==> config.mk <==
export PLATFORM = sky130hd
export DESIGN_NAME = maze_cell_tx
export DESIGN_NICKNAME = d
export VERILOG_FILES = /design/src/rtl/maze_cell_tx.sv
export SDC_FILE = /design/constraint.sdc
export NUM_CORES = 1
export LEC_CHECK = 0
export ABC_CLOCK_PERIOD_IN_PS = 1600
export CORE_MARGIN = 2
export CORE_UTILIZATION = 48
export DETAILED_ROUTE_END_ITERATION = 7
export MAX_ROUTING_LAYER = met4
export PLACE_DENSITY = 0.79
export SLEW_MARGIN = 25
export SYNTH_ARGS = -nofsm -noshare
export SYNTH_HDL_FRONTEND = slang
export SYNTH_SLANG_ARGS = --single-unit
==> constraint.sdc <==
create_clock -name CLOCK -period 1.6 [get_ports CLOCK]
set_clock_uncertainty 0.05 [all_clocks]
set_input_delay 0.32 -clock CLOCK [delete_from_list [all_inputs] [get_ports CLOCK]]
set_output_delay 0.32 -clock CLOCK [all_outputs]
set_load 0.01 [all_outputs]
==> src/rtl/maze_cell_tx.sv <==
`default_nettype none
// ============================================================================
// Module      : maze_cell_tx
// Description : Transmitter for the 9-wire parallel maze-update bus
//               (3 data, 1 strobe, 5 address) decoded by the base-station
//               VGA receiver. Accepts 9-bit cell words over a valid/ready
//               handshake and serialises each one into the 5-strobe frame
//               the receiver's position counter expects. Emits an
//               address-31 sync strobe whenever receiver alignment is
//               unknown, and an address-30 "done" strobe on request.
// Revision    : 1.0 - initial release
// ----------------------------------------------------------------------------
// Parameters
//   STROBE_HALF  cycles per strobe half-period (2..255); one bus slot is
//                2*STROBE_HALF cycles
// Ports
//   CLOCK     in   1  system clock
//   RESET     in   1  asynchronous active-high reset
//   WR_VALID  in   1  cell word offered
//   WR_ADDR   in   5  cell address (0..29; 30/31 reserved)
//   WR_DATA   in   9  [8:6] state, [5:2] walls, [1:0] treasure
//   WR_READY  out  1  idle, able to take a word or a done request
//   DONE_REQ  in   1  request done strobe (level, must be held)
//   ERR       out  1  one-cycle pulse: reserved address was offered
//   BUS_DATA  out  3  bus data bits
//   BUS_CLK   out  1  bus strobe, receiver samples on rising edge
//   BUS_ADDR  out  5  bus address bits
// ============================================================================
module maze_cell_tx #(
    parameter int STROBE_HALF = 4
) (
    input  logic       CLOCK,
    input  logic       RESET,
    input  logic       WR_VALID,
    input  logic [4:0] WR_ADDR,
    input  logic [8:0] WR_DATA,
    output logic       WR_READY,
    input  logic       DONE_REQ,
    output logic       ERR,
    output logic [2:0] BUS_DATA,
    output logic       BUS_CLK,
    output logic [4:0] BUS_ADDR
);

    localparam logic [8:0] C_HALF = 9'(STROBE_HALF);
    localparam logic [8:0] C_LAST = 9'(2 * STROBE_HALF - 1);

    localparam logic [4:0] C_ADDR_SYNC = 5'd31;
    localparam logic [4:0] C_ADDR_DONE = 5'd30;

    typedef enum logic [2:0] {
        ST_IDLE = 3'd0,
        ST_SYNC = 3'd1,
        ST_LEAD = 3'd2,
        ST_D0   = 3'd3,
        ST_D1   = 3'd4,
        ST_D2   = 3'd5,
        ST_TAIL = 3'd6,
        ST_DONE = 3'd7
    } state_t;

    state_t     state_q,      state_d;
    logic [8:0] cnt_q,        cnt_d;
    logic [4:0] addr_q,       addr_d;
    logic [8:0] data_q,       data_d;
    logic       needs_sync_q, needs_sync_d;
    logic       done_sent_q,  done_sent_d;
    logic       ready_q,      ready_d;
    logic       err_q,        err_d;
    logic [4:0] bus_addr_q,   bus_addr_d;
    logic [2:0] bus_data_q,   bus_data_d;
    logic       bus_clk_q,    bus_clk_d;

    // Address/data presented during the slot of the current state
    logic [4:0] slot_addr;
    logic [2:0] slot_data;
    state_t     slot_next;

    always_comb begin
        slot_addr = addr_q;
        slot_data = 3'd0;
        slot_next = ST_IDLE;
        case (state_q)
            ST_SYNC: begin
                slot_addr = C_ADDR_SYNC;
                slot_next = ST_LEAD;
            end
            ST_LEAD: slot_next = ST_D0;
            ST_D0: begin
                slot_data = data_q[2:0];
                slot_next = ST_D1;
            end
            ST_D1: begin
                slot_data = data_q[5:3];
                slot_next = ST_D2;
            end
            ST_D2: begin
                slot_data = data_q[8:6];
                slot_next = ST_TAIL;
            end
            ST_TAIL: slot_next = ST_IDLE;
            ST_DONE: begin
                slot_addr = C_ADDR_DONE;
                slot_next = ST_IDLE;
            end
            default: begin
                slot_addr = addr_q;
                slot_next = ST_IDLE;
            end
        endcase
    end

    always_comb begin
        state_d      = state_q;
        cnt_d        = cnt_q;
        addr_d       = addr_q;
        data_d       = data_q;
        needs_sync_d = needs_sync_q;
        done_sent_d  = done_sent_q;
        err_d        = 1'b0;
        bus_addr_d   = bus_addr_q;
        bus_data_d   = bus_data_q;
        bus_clk_d    = bus_clk_q;

        if (state_q == ST_IDLE) begin
            cnt_d     = 9'd0;
            bus_clk_d = 1'b0;
            // A write always takes precedence over a done request
            if (WR_VALID) begin
                if (WR_ADDR >= C_ADDR_DONE) begin
                    err_d = 1'b1;
                end else begin
                    addr_d      = WR_ADDR;
                    data_d      = WR_DATA;
                    done_sent_d = 1'b0;
                    state_d     = needs_sync_q ? ST_SYNC : ST_LEAD;
                end
            end else if (DONE_REQ && !done_sent_q) begin
                // done_sent keeps a held request from re-strobing, so the
                // receiver's done indication stays asserted
                state_d = ST_DONE;
            end
        end else begin
            cnt_d = cnt_q + 9'd1;
            // Bus values are registered on the first edge of the slot,
            // the same edge that holds the strobe low
            if (cnt_q == 9'd0) begin
                bus_clk_d  = 1'b0;
                bus_addr_d = slot_addr;
                bus_data_d = slot_data;
            end
            if (cnt_q == C_HALF) begin
                bus_clk_d = 1'b1;
            end
            if (cnt_q == C_LAST) begin
                cnt_d   = 9'd0;
                state_d = slot_next;
                if (state_q == ST_SYNC) begin
                    needs_sync_d = 1'b0;
                end
                if (state_q == ST_DONE) begin
                    needs_sync_d = 1'b1;
                    done_sent_d  = 1'b1;
                end
            end
        end

        ready_d = (state_d == ST_IDLE);
    end

    always_ff @(posedge CLOCK or posedge RESET) begin
        if (RESET) begin
            state_q      <= ST_IDLE;
            cnt_q        <= 9'd0;
            addr_q       <= 5'd0;
            data_q       <= 9'd0;
            needs_sync_q <= 1'b1;
            done_sent_q  <= 1'b0;
            ready_q      <= 1'b1;
            err_q        <= 1'b0;
            bus_addr_q   <= C_ADDR_SYNC;
            bus_data_q   <= 3'd0;
            bus_clk_q    <= 1'b0;
        end else begin
            state_q      <= state_d;
            cnt_q        <= cnt_d;
            addr_q       <= addr_d;
            data_q       <= data_d;
            needs_sync_q <= needs_sync_d;
            done_sent_q  <= done_sent_d;
            ready_q      <= ready_d;
            err_q        <= err_d;
            bus_addr_q   <= bus_addr_d;
            bus_data_q   <= bus_data_d;
            bus_clk_q    <= bus_clk_d;
        end
    end

    assign WR_READY = ready_q;
    assign ERR      = err_q;
    assign BUS_ADDR = bus_addr_q;
    assign BUS_DATA = bus_data_q;
    assign BUS_CLK  = bus_clk_q;

endmodule
`default_nettype wire

==> summary.md <==
| Metric | Value |
|---|---|
| Status | `finished, final reports clean` |
| Mux cell area share after synthesis | `1.70%` |
| Buffers added on ports | `28` |
| Max cap viols | `0` |
| Initial Util | `about half` |
| Die span in y | `approximately 67 µm` |
| # IOs | `29` |
| Post-synth ARST share | `100%` |
| Placed cell area | `2420 µm²` |
| DRC viols | `0` |
| CP Capture Type | `flip-flop` |
| Final setup viols | `0` |
| Detailed Routing Iterations Pass 1 | `5` |
| Combinational cell fraction of total power | `~45%` |
| CP max FO | `4` |
| Clock Latency Late Sink | `0.29 ns` |
| Most common cell in the netlist | `nand2_1` |
| Vias/cell | `about 5.6` |
| Vias in the first global route | `approximately 1600` |
| ANT cells | `0` |
| Main area contributors after synthesis | `dfrtp_1 (42%), dfstp_2 (9.6%), nand2_1 (6.9%), nor2_1 (3.1%), nand3_1 (2.6%)` |
| Family with the most delay on the worst path | `simple AND/OR/NAND/NOR gates` |
| Row count | `22` |
| Post-Synth Simple-Gate Area | `roughly 22%` |
| GRT Overall Usage | `between 20% and 30%` |
| Period utilisation layout | `~99%` |
| Unrepaired setup endpoints after global routing | `true` |
| CP max stage delay | `~0.58 ns` |
| Post-Synth Adder-Cell Area | `under 10%` |
| Max-slew violation count | `0` |
| WL final | `4570 µm` |
| Multi-input gate area | `about 920 µm²` |
| Register area | `985 µm²` |
| CTS Buf Count | `5` |
| WP buf/inv | `0` |
| Via count | `1641` |
| Min cycle time layout | `~1.6 ns` |
| CTS max path bufs | `2` |
| Post-synth top area share | `a little over two fifths` |
| Floorplan Core Area | `approximately 3700 µm²` |
| CP Class | `flip-flop to flip-flop` |
| Clk sinks | `39` |
| Critical path data arrival time | `1.77 ns` |
| Sw power | `1.68 mW` |
| Top cells by count, synth | `nand2_1 (35), dfrtp_1 (32), nor2_1 (16)` |
| Initial antenna violation count | `0` |
| #FFs+latches synth | `39` |
| DIE AREA | `roughly 4500 µm²` |
| FMAX | `between 600 and 700 MHz` |
| Synth Area in XOR/XNOR | `3.66%` |
| Iteration-0 DRC count of the detailed router | `118` |
| Slew @ Worst Pin | `~0.36 ns` |
| Fraction of layout cells with a size suffix above 1 | `about a quarter` |
| Nets | `~260` |
| Netlist cell types | `45` |
| Crit path cell chain | `or4_4 > o21ai_2 > o311ai_4 > nor3_2` |
| Post-DP HPWL | `roughly 3000 µm` |
| Startpoint types | `flip-flop` |
| Root cell of the clock tree | `clkbuf_8` |
| Area grow syn2layout | `35.6%` |
| Final RePlAce weighted congestion | `~0.8` |
| Fillers | `roughly 280` |
| PwrDens | `~1700 nW/µm²` |
| Synth area leader | `dfrtp_1` |
| Largest net degree at the start of global routing | `40` |
| Type of the tightest min-delay check | `input port to async pin` |
| Pleak | `1.15 nW` |
| Yosys warns | `0` |
| Required time worst endpoint | `between 1.5 and 2 ns` |
| Switching Share | `a little under two fifths` |
| Avg WL per Cell | `between 15 and 20 µm` |
| Hold Fails Final Rpt | `0` |
| Post-synthesis instance total | `between 150 and 200` |
| Clock Pin Slew Worst Setup and Hold Paths | `0.08 ns` |
| Primary FF master, synth | `dfrtp_1` |
| Synth Area in Compound Gates | `~16%` |
| Slowest cell on crit path | `or4_4` |
| Int Pwr | `2.78 mW` |
| Syn Nets | `~210` |
| Average cell area after synthesis | `around 10 µm²` |
| Post-Synthesis Cell Area | `1910 µm²` |
| Share of total power in sequential cells | `about two fifths` |
| Die X | `roughly 67 µm` |
| Clock power frac | `between 10% and 20%` |
| Antenna viol nets, final | `0` |
| GRT overflow | `0` |
| Sequential share of the synthesized area | `approximately 51%` |
| Max_slew headroom | `between 70 and 80%` |
| CTS tree | `done` |
| Design area | `between 2000 and 3000 µm²` |
| Final design utilization | `between 60% and 70%` |
| Peak supply drop | `0.825 mV` |
| H-tree depth | `2` |
| First-pass GRT wire length | `between 7000 and 8000 µm` |
| Largest family of logic cells by synthesized area | `simple AND/OR/NAND/NOR gates` |
| Post-synth EDFFs | `0` |
power groups by stage:
stage          clock [mW]  combinational, mW  sequential [mW]
6_report            0.733               1.99             1.75
3_5_place_dp            0               1.85             1.74
3_3_place_gp            0               1.81             1.72
5_1_grt             0.789               2.18             1.79
2_1_floorplan           0               1.13             1.72
4_1_cts             0.736               1.92             1.72
metal layers:
layer	wire [µm]	part of all wire [%]	global-route usage, %	vias to the layer above
li1	-	-	-	779
met1	2050	45	29.5	800
met2	2230	49	35.6	51
met3	186	4.1	4.00	11
met4	105	2.3	10.5	0
met5	0	0	-	-
what timing repair did:
item                                   in CTS  in global routing
setup endpoints to repair                   9                 29
hold buffers                                0                  0
setup buffers                               1                  1
endpoints found under the hold margin       0                  0
pin swaps                                   1                  7
gates resized for setup                    12                 11
registers in the layout, summed over array words and instances (netlist names):
register,flops
BUS_DATA,3
ERR,1
BUS_ADDR,5
cnt_q,9
WR_READY,1
data_q,9
done_sent_q,1
addr_q,5
BUS_CLK,1
state_q,3
needs_sync_q,1
worst paths after layout:
check,start,to,slack (ns),cells past startpoint
min,RESET,BUS_CLK$_DFFE_PP0P_,0.32,3
min in group CLOCK,cnt_q[0]$_DFF_PP0_,cnt_q[0]$_DFF_PP0_,0.40,1
max,cnt_q[3]$_DFF_PP0_,WR_READY$_DFF_PP1_,0.009,4
max in group asynchronous,RESET,BUS_ADDR[0]$_DFFE_PP1P_,0.92,3
max reg2reg,cnt_q[3]$_DFF_PP0_,WR_READY$_DFF_PP1_,0.009,4
min reg2reg,cnt_q[0]$_DFF_PP0_,cnt_q[0]$_DFF_PP0_,0.40,1
per-stage QoR:
step | setup WS [ns] | total power [mW] | cells | hold WS, ns | setup TNS, ns
3_3_place_gp | -0.160 | 3.53 | 283 | 0.390 | -1.47
5_1_grt | -0.0496 | 4.76 | 293 | 0.353 | -0.365
3_5_place_dp | -0.213 | 3.59 | 283 | 0.404 | -2.02
4_1_cts | 0.00346 | 4.38 | 292 | 0.333 | 0
6_report | 0.00904 | 4.47 | 293 | 0.323 | 0
2_1_floorplan | 0.0347 | 2.84 | 191 | 0.375 | 0
cell families (layout without fill, tap and decap cells):
| kind of cell | Yosys count | count (layout) |
|---|---|---|
| buffers and inverters | 16 | 70 |
| XOR/XNOR | 8 | 8 |
| flip-flops | 39 | 39 |
| AO/OA/AOI/OAI | 41 | 41 |
| multiplexers | 3 | 3 |
| AND/OR/NAND/NOR | 82 | 82 |
| adder cells (fa/ha/maj) | 2 | 2 |
tightest hold or removal path, cell delays in order:
cell,delay [ns]
clkdlybuf4s50_1,0.39
inv_1,0.09
buf_12,0.23
cells in the final DEF, fill, tap and decap left out, drive strengths merged, types with 2 or more instances in the layout:
cell and count:
nand3 10, or2 2, o22ai 9, xnor2 4
inv 8, o21ai 9, dfrtp 32, nor3 2
clkdlybuf4s50 20, and3 2, clkbuf 8, o22a 2
a22oi 4, dfstp 7, mux2 2, ha 2
buf 26, a21oi 5, o2bb2ai 3, nand4 3
nor2b 4, and2 2, nor2 16, nor4b 2
a22o 3, xor2 4, dlymetal6s2s 2, nand2 35
dlygate4sd2 6
area by class of cell:
type,instances,share of cell area [%]
flip-flops and latches,39,37.9
well taps,48,2.31
inverters,8,1.16
multi-input cells,136,35.4
clock buffers,8,3.86
repair buffers,54,19.3
(Power assumes the default switching activity.)
